[src/rtl/pc_select_logic_pkg.sv]
// Shared fetch-address definitions used by the fetch, decode and commit blocks.
package pc_select_logic_pkg;

  localparam int PC_MSB = 31;

  typedef logic [PC_MSB:0] addr_t;

  typedef enum logic [2:0] {
    SRC_FLUSH,
    SRC_MISDIRECT,
    SRC_JAL,
    SRC_BTB,
    SRC_SEQ
  } pc_src_e;

endpackage

[src/rtl/pc_select_logic_if.sv]
// Next-PC select bus between the fetch control sources and the PC selector.
interface pc_select_logic_if
  import pc_select_logic_pkg::*;
#(
  parameter int WIDTH = PC_MSB
);

  logic           reset;
  logic [WIDTH:0] targetAddress;
  logic           earlyMisdirect;
  logic [WIDTH:0] decodePC;
  logic           isJAL;
  logic [WIDTH:0] validAddress;
  logic           predictorHit;
  logic [WIDTH:0] predictedPC;
  logic           validCommit;
  logic           freeze;
  logic [WIDTH:0] intermediatePC;
  logic [WIDTH:0] nextPC;
  logic           redirect;

  modport master (
    output reset, targetAddress, earlyMisdirect, decodePC, isJAL, validAddress,
           predictorHit, predictedPC, validCommit, freeze,
    input  intermediatePC, nextPC, redirect
  );

  modport slave (
    input  reset, targetAddress, earlyMisdirect, decodePC, isJAL, validAddress,
           predictorHit, predictedPC, validCommit, freeze,
    output intermediatePC, nextPC, redirect
  );

endinterface

[src/rtl/pc_select_logic_incrementer.sv]
// Word-address successor; wraps silently at the top of the address space.
module pc_select_logic_incrementer #(
  parameter int WIDTH = 31
) (
  input  logic [WIDTH:0] a_i,
  output logic [WIDTH:0] y_o
);

  assign y_o = a_i + {{WIDTH{1'b0}}, 1'b1};

endmodule

[src/rtl/pc_select_logic.sv]
// Fetch-stage next-PC priority select and the registered fetch PC / BTB-redirect flag.
module pc_select_logic
  import pc_select_logic_pkg::*;
#(
  parameter int WIDTH = PC_MSB
) (
  input logic              clk,
  input logic              globalReset,
  pc_select_logic_if.slave bus
);

  logic [WIDTH:0] nextpc_q, nextpc_d;
  logic           redirect_q, redirect_d;
  logic [WIDTH:0] seq_pc;
  logic [WIDTH:0] misdirect_pc;
  logic [WIDTH:0] inter_pc;
  pc_src_e        src;
  logic           unused_valid_commit;

  assign unused_valid_commit = bus.validCommit;

  pc_select_logic_incrementer #(.WIDTH(WIDTH)) u_seq_inc (
    .a_i (nextpc_q),
    .y_o (seq_pc)
  );

  pc_select_logic_incrementer #(.WIDTH(WIDTH)) u_misdirect_inc (
    .a_i (bus.decodePC),
    .y_o (misdirect_pc)
  );

  // A JAL outranks the BTB, so only an otherwise-unclaimed hit marks a redirect.
  always_comb begin
    src = SRC_SEQ;
    if (bus.reset)               src = SRC_FLUSH;
    else if (bus.earlyMisdirect) src = SRC_MISDIRECT;
    else if (bus.isJAL)          src = SRC_JAL;
    else if (bus.predictorHit)   src = SRC_BTB;
  end

  always_comb begin
    inter_pc = seq_pc;
    case (src)
      SRC_FLUSH:     inter_pc = bus.targetAddress;
      SRC_MISDIRECT: inter_pc = misdirect_pc;
      SRC_JAL:       inter_pc = bus.validAddress;
      SRC_BTB:       inter_pc = bus.predictedPC;
      default:       inter_pc = seq_pc;
    endcase
  end

  // A commit flush must land even while the pipeline is frozen.
  always_comb begin
    nextpc_d   = inter_pc;
    redirect_d = (src == SRC_BTB);
    if (bus.reset) begin
      nextpc_d   = bus.targetAddress;
      redirect_d = 1'b0;
    end else if (bus.freeze) begin
      nextpc_d   = nextpc_q;
      redirect_d = redirect_q;
    end
  end

  always_ff @(posedge clk or posedge globalReset) begin
    if (globalReset) begin
      nextpc_q   <= '0;
      redirect_q <= 1'b0;
    end else begin
      nextpc_q   <= nextpc_d;
      redirect_q <= redirect_d;
    end
  end

  assign bus.intermediatePC = inter_pc;
  assign bus.nextPC         = nextpc_q;
  assign bus.redirect       = redirect_q;

endmodule

[src/flat_wrapper.sv]
// flat-port wrapper written by rule: the top's interface ports become plain ports
module pc_select_logic_flat import pc_select_logic_pkg::*;
#(
  parameter int WIDTH = PC_MSB
)
  (clk, globalReset, bus_reset, bus_targetAddress, bus_earlyMisdirect, bus_decodePC, bus_isJAL, bus_validAddress, bus_predictorHit, bus_predictedPC, bus_validCommit, bus_freeze, bus_intermediatePC, bus_nextPC, bus_redirect);
  pc_select_logic_if #(.WIDTH(WIDTH)) bus_i ();
  input logic clk;
  input logic globalReset;
  input wire logic [$bits(bus_i.reset)-1:0] bus_reset;
  input wire logic [$bits(bus_i.targetAddress)-1:0] bus_targetAddress;
  input wire logic [$bits(bus_i.earlyMisdirect)-1:0] bus_earlyMisdirect;
  input wire logic [$bits(bus_i.decodePC)-1:0] bus_decodePC;
  input wire logic [$bits(bus_i.isJAL)-1:0] bus_isJAL;
  input wire logic [$bits(bus_i.validAddress)-1:0] bus_validAddress;
  input wire logic [$bits(bus_i.predictorHit)-1:0] bus_predictorHit;
  input wire logic [$bits(bus_i.predictedPC)-1:0] bus_predictedPC;
  input wire logic [$bits(bus_i.validCommit)-1:0] bus_validCommit;
  input wire logic [$bits(bus_i.freeze)-1:0] bus_freeze;
  output wire logic [$bits(bus_i.intermediatePC)-1:0] bus_intermediatePC;
  output wire logic [$bits(bus_i.nextPC)-1:0] bus_nextPC;
  output wire logic [$bits(bus_i.redirect)-1:0] bus_redirect;
  assign bus_i.reset = bus_reset;
  assign bus_i.targetAddress = bus_targetAddress;
  assign bus_i.earlyMisdirect = bus_earlyMisdirect;
  assign bus_i.decodePC = bus_decodePC;
  assign bus_i.isJAL = bus_isJAL;
  assign bus_i.validAddress = bus_validAddress;
  assign bus_i.predictorHit = bus_predictorHit;
  assign bus_i.predictedPC = bus_predictedPC;
  assign bus_i.validCommit = bus_validCommit;
  assign bus_i.freeze = bus_freeze;
  assign bus_intermediatePC = bus_i.intermediatePC;
  assign bus_nextPC = bus_i.nextPC;
  assign bus_redirect = bus_i.redirect;
  pc_select_logic #(.WIDTH(WIDTH)) u_core (.clk(clk), .globalReset(globalReset), .bus(bus_i));
endmodule
[config.mk]
export PLATFORM = sky130hd
export DESIGN_NAME = pc_select_logic_flat
export DESIGN_NICKNAME = d
export VERILOG_FILES = /design/src/rtl/pc_select_logic_pkg.sv /design/src/rtl/pc_select_logic_if.sv /design/src/rtl/pc_select_logic_incrementer.sv /design/src/rtl/pc_select_logic.sv /design/src/flat_wrapper.sv
export SDC_FILE = /design/constraint.sdc
export NUM_CORES = 1
export LEC_CHECK = 0
export BUFFER_PORTS_ARGS = -buffer_cell sky130_fd_sc_hd__clkbuf_2
export CORE_ASPECT_RATIO = 0.6
export CORE_MARGIN = 3
export CORE_UTILIZATION = 49
export DETAILED_ROUTE_END_ITERATION = 7
export PLACE_DENSITY = 0.87
export SLEW_MARGIN = 20
export SYNTH_ARGS = -nofsm -noshare
export SYNTH_HDL_FRONTEND = slang
export SYNTH_SLANG_ARGS = --single-unit
[constraint.sdc]
create_clock -name clk -period 7.3 [get_ports clk]
set_clock_uncertainty 0.2 [all_clocks]
set_input_delay 1.46 -clock clk [delete_from_list [all_inputs] [get_ports clk]]
set_output_delay 1.46 -clock clk [all_outputs]
set_load 0.02 [all_outputs]
==> out/results.tsv <==
metric	value	unit
Tcrit/Tclk final	86.9	%
Cell Chain, Critical Path	clkbuf_2, buf_4, nor2b_2, buf_4, nor3_1, o22ai_2, nor4_2, a21oi_1, o21a_1, nor2b_1, clkbuf_2	
Final setup viols	0	
Routed WL per cell	19.9	um
vias per inst	6.31	
die area	8460	um^2
Post-Synth Adder-Cell Area	0.347	%
Top FF cell, synth	dfrtp_1	
Tmin final	6340	ps
fraction of synthesis flops using an asynchronous set or reset pin	100	%
fraction of layout cells with a size suffix above 1	39.2	%
slowest CP cell	nor4_2	
Worst R2R Path Depth	10	
CTS H-tree depth	2	
CTS tree	yes	
Endpoint, Worst Hold	u_core.bus.redirect$_DFFE_PP0P_	
core area	6910	um^2
Post-Route WL	14400	um
total track usage	32.8	%
Worst setup EP type	output port	
Simple-Gate Fraction of Synth Area	28.2	%
unrepaired setup endpoints after global routing	false	
Synth cell types	61	
EDFF count, synth	0	
Setup WS pre-CTS	1010	ps
startpoint types	input port	
Seq/Total Area, Yosys	22.9	%
Port Buffers	199	
xor and xnor area share after synthesis	5.34	%
Pins Over Slew Limit	0	
First-pass DRT Iterations	7	
number of global-route vias before repair	4401	
Worst IR Drop VDD	0.117	mV
Rel. slew slack	36.7	%
synthesized instance count	457	
worst hold start	u_core.bus.redirect$_DFFE_PP0P_	
RR Startpoint	u_core.bus.nextPC[0]$_DFFE_PP0P_	
setup TNS	0	ps
Synth Area in Compound Gates	23.8	%
critical path's top delay family	simple AND/OR/NAND/NOR gates	
start-to-end type of the worst setup path	in2out	
top cell type's share of synthesized area	22.9	%
max incr delay on CP	720	ps
slew of the pin with the lowest slew margin	949	ps
Detailed Place HPWL	10900	um
max-cap viol count	0	
Initial DRC Count	552	
Area after DPL	4660	um^2
Critical Path Fanout Max	75	
DR vias	4584	
number of setup buffers added after CTS	0	
R2R Path End	u_core.bus.nextPC[28]$_DFFE_PP0P_	
Post-CTS Resized	0	
largest family of logic cells by synthesized area	simple AND/OR/NAND/NOR gates	
fin worst setup slack	958	ps
Die W	117	um
Starting Density	52.2	%
largest area contributor in the netlist	dfrtp_1	
maximum clock path buffer count	2	
Tightest Hold Check Type	reg2reg	
largest net degree at the start of global routing	76	
syn_area_per_cell	7.89	um^2
required time worst endpoint	5640	ps
largest cells by area after synthesis	dfrtp_1 23%, nand2_1 9.7%, mux2i_1 9.2%	
R2R Setup Slk	4180	ps
hold slack final	328	ps
IO Count	201	
synthesized cell area	3610	um^2
Clock Latency Late Sink	280	ps
CTS clk-pin slew, worst paths	60	ps
Syn Nets	594	
hold_buf cts	0	
Max Clk Rate	158	MHz
Clock Sinks	33	
ANT nets after route	0	
WP buf/inv	4	
pwr dens	158	nW/um^2
root buffer cell	clkbuf_16	
Design Power	0.758	mW
chip height	72.5	um
mux contribution to synthesized area	14.7	%
residual DRC count	0	
Hold Path Stages	2	
first-pass GRT wire length	21900	um
# rows	23	
Final nets	776	
arrival time at the worst endpoint	4680	ps
Hold Fails Final Rpt	0	
post-route design area	4800	um^2
Leak	2.40	nW
Inserted Clock Buffers	5	
area grow syn2layout	33.0	%
total gr overflow	0	
Yosys warnings	0	
GPL Wtd Cong	0.880	
initial antenna violation count	0	
ant diodes	0	
#FFs+latches synth	33	
status	finished, final reports clean	
-- placed cells by master (no fill, tap or decap), types with 3 or more instances in the layout --
| master | Yosys | layout |
|---|---|---|
| a21o_1 | 8 | 8 |
| a21oi_1 | 7 | 7 |
| a222oi_1 | 26 | 26 |
| a22oi_1 | 4 | 4 |
| a31oi_1 | 9 | 9 |
| and3_1 | 14 | 14 |
| buf_4 | 0 | 10 |
| clkbuf_1 | 22 | 3 |
| clkbuf_16 | 0 | 5 |
| clkbuf_2 | 0 | 199 |
| dfrtp_1 | 33 | 33 |
| inv_1 | 5 | 5 |
| mux2_2 | 8 | 8 |
| mux2i_1 | 33 | 33 |
| mux2i_2 | 3 | 3 |
| mux2i_4 | 3 | 3 |
| nand2_1 | 93 | 93 |
| nand3_1 | 29 | 29 |
| nand3_2 | 4 | 4 |
| nand3b_1 | 3 | 3 |
| nand4_1 | 6 | 6 |
| nor2_1 | 13 | 13 |
| nor3_1 | 9 | 9 |
| nor4_1 | 3 | 3 |
| nor4_2 | 4 | 4 |
| o211ai_1 | 5 | 5 |
| o21ai_0 | 23 | 23 |
| o21ai_1 | 9 | 8 |
| or3_1 | 5 | 5 |
| xnor2_1 | 13 | 13 |
| xor2_1 | 9 | 9 |
-- power breakdown --
| part | internal [mW] | switching (mW) |
|---|---|---|
| Combinational | 0.125 | 0.196 |
| Sequential | 0.202 | 0.0258 |
| Clock | 0.127 | 0.0817 |
-- state kept, by name (all words and copies together) (netlist names) --
signal / flops
u_core.bus.redirect: 1
u_core.bus.nextPC: 32
-- synthesized netlist by cell type (3+ instances only) --
library cell,instances
a21o_1,8
a21oi_1,7
a222oi_1,26
a22oi_1,4
a31oi_1,9
and3_1,14
buf_1,3
buf_2,7
clkbuf_1,22
dfrtp_1,33
inv_1,5
mux2_2,8
mux2i_1,33
mux2i_2,3
mux2i_4,3
nand2_1,93
nand2b_1,3
nand3_1,29
nand3_2,4
nand3b_1,3
nand4_1,6
nor2_1,13
nor2b_1,3
nor3_1,9
nor4_1,3
nor4_2,4
o211ai_1,5
o21ai_0,23
o21ai_1,9
or3_1,5
xnor2_1,13
xor2_1,9
-- worst max path at each step --
stage	from	to	cells after the start
final	bus_reset	bus_intermediatePC[30]	11
after global routing	bus_earlyMisdirect	bus_intermediatePC[30]	13
after CTS	bus_earlyMisdirect	bus_intermediatePC[30]	13
after detailed placement	bus_earlyMisdirect	bus_intermediatePC[30]	13
after global placement	bus_earlyMisdirect	bus_intermediatePC[30]	13
after floorplan	bus_reset	bus_intermediatePC[30]	15
-- layout make-up --
type | instances | area, um^2
repair buffers | 209 | 1070
flip-flops and latches | 33 | 826
multi-input cells | 385 | 2640
inverters | 5 | 18.8
clock buffers | 8 | 136
fillers | 578 | 2110
well taps | 87 | 109
-- logic make-up after synthesis --
logic type / Yosys count
xor+xnor: 22
mux: 47
compound gates: 115
simple gates: 200
buf+inv: 39
flops: 33
fa+ha+maj: 1
-- through the flow --
step / util [%] / cells
final: 69.5 / 727
after global routing: 69.5 / 727
after CTS: 69.4 / 727
after detailed placement: 67.4 / 719
after global placement: 67.4 / 719
after floorplan: - / 457
-- worst min-delay path, cell delays in order, from the launching register on --
cell and delay, ps:
dfrtp_1 340, nand3_1 80, nand2_1 70
-- layer usage --
metal / track usage, % / routed length [um] / vias up
met5: 0 / 0 / -
met4: 7.38 / 131 / 0
met3: 6.08 / 1590 / 15
met2: 53.7 / 6740 / 299
met1: 45.2 / 5980 / 2159
li1: - / - / 2111
(Power assumes the default switching activity.)
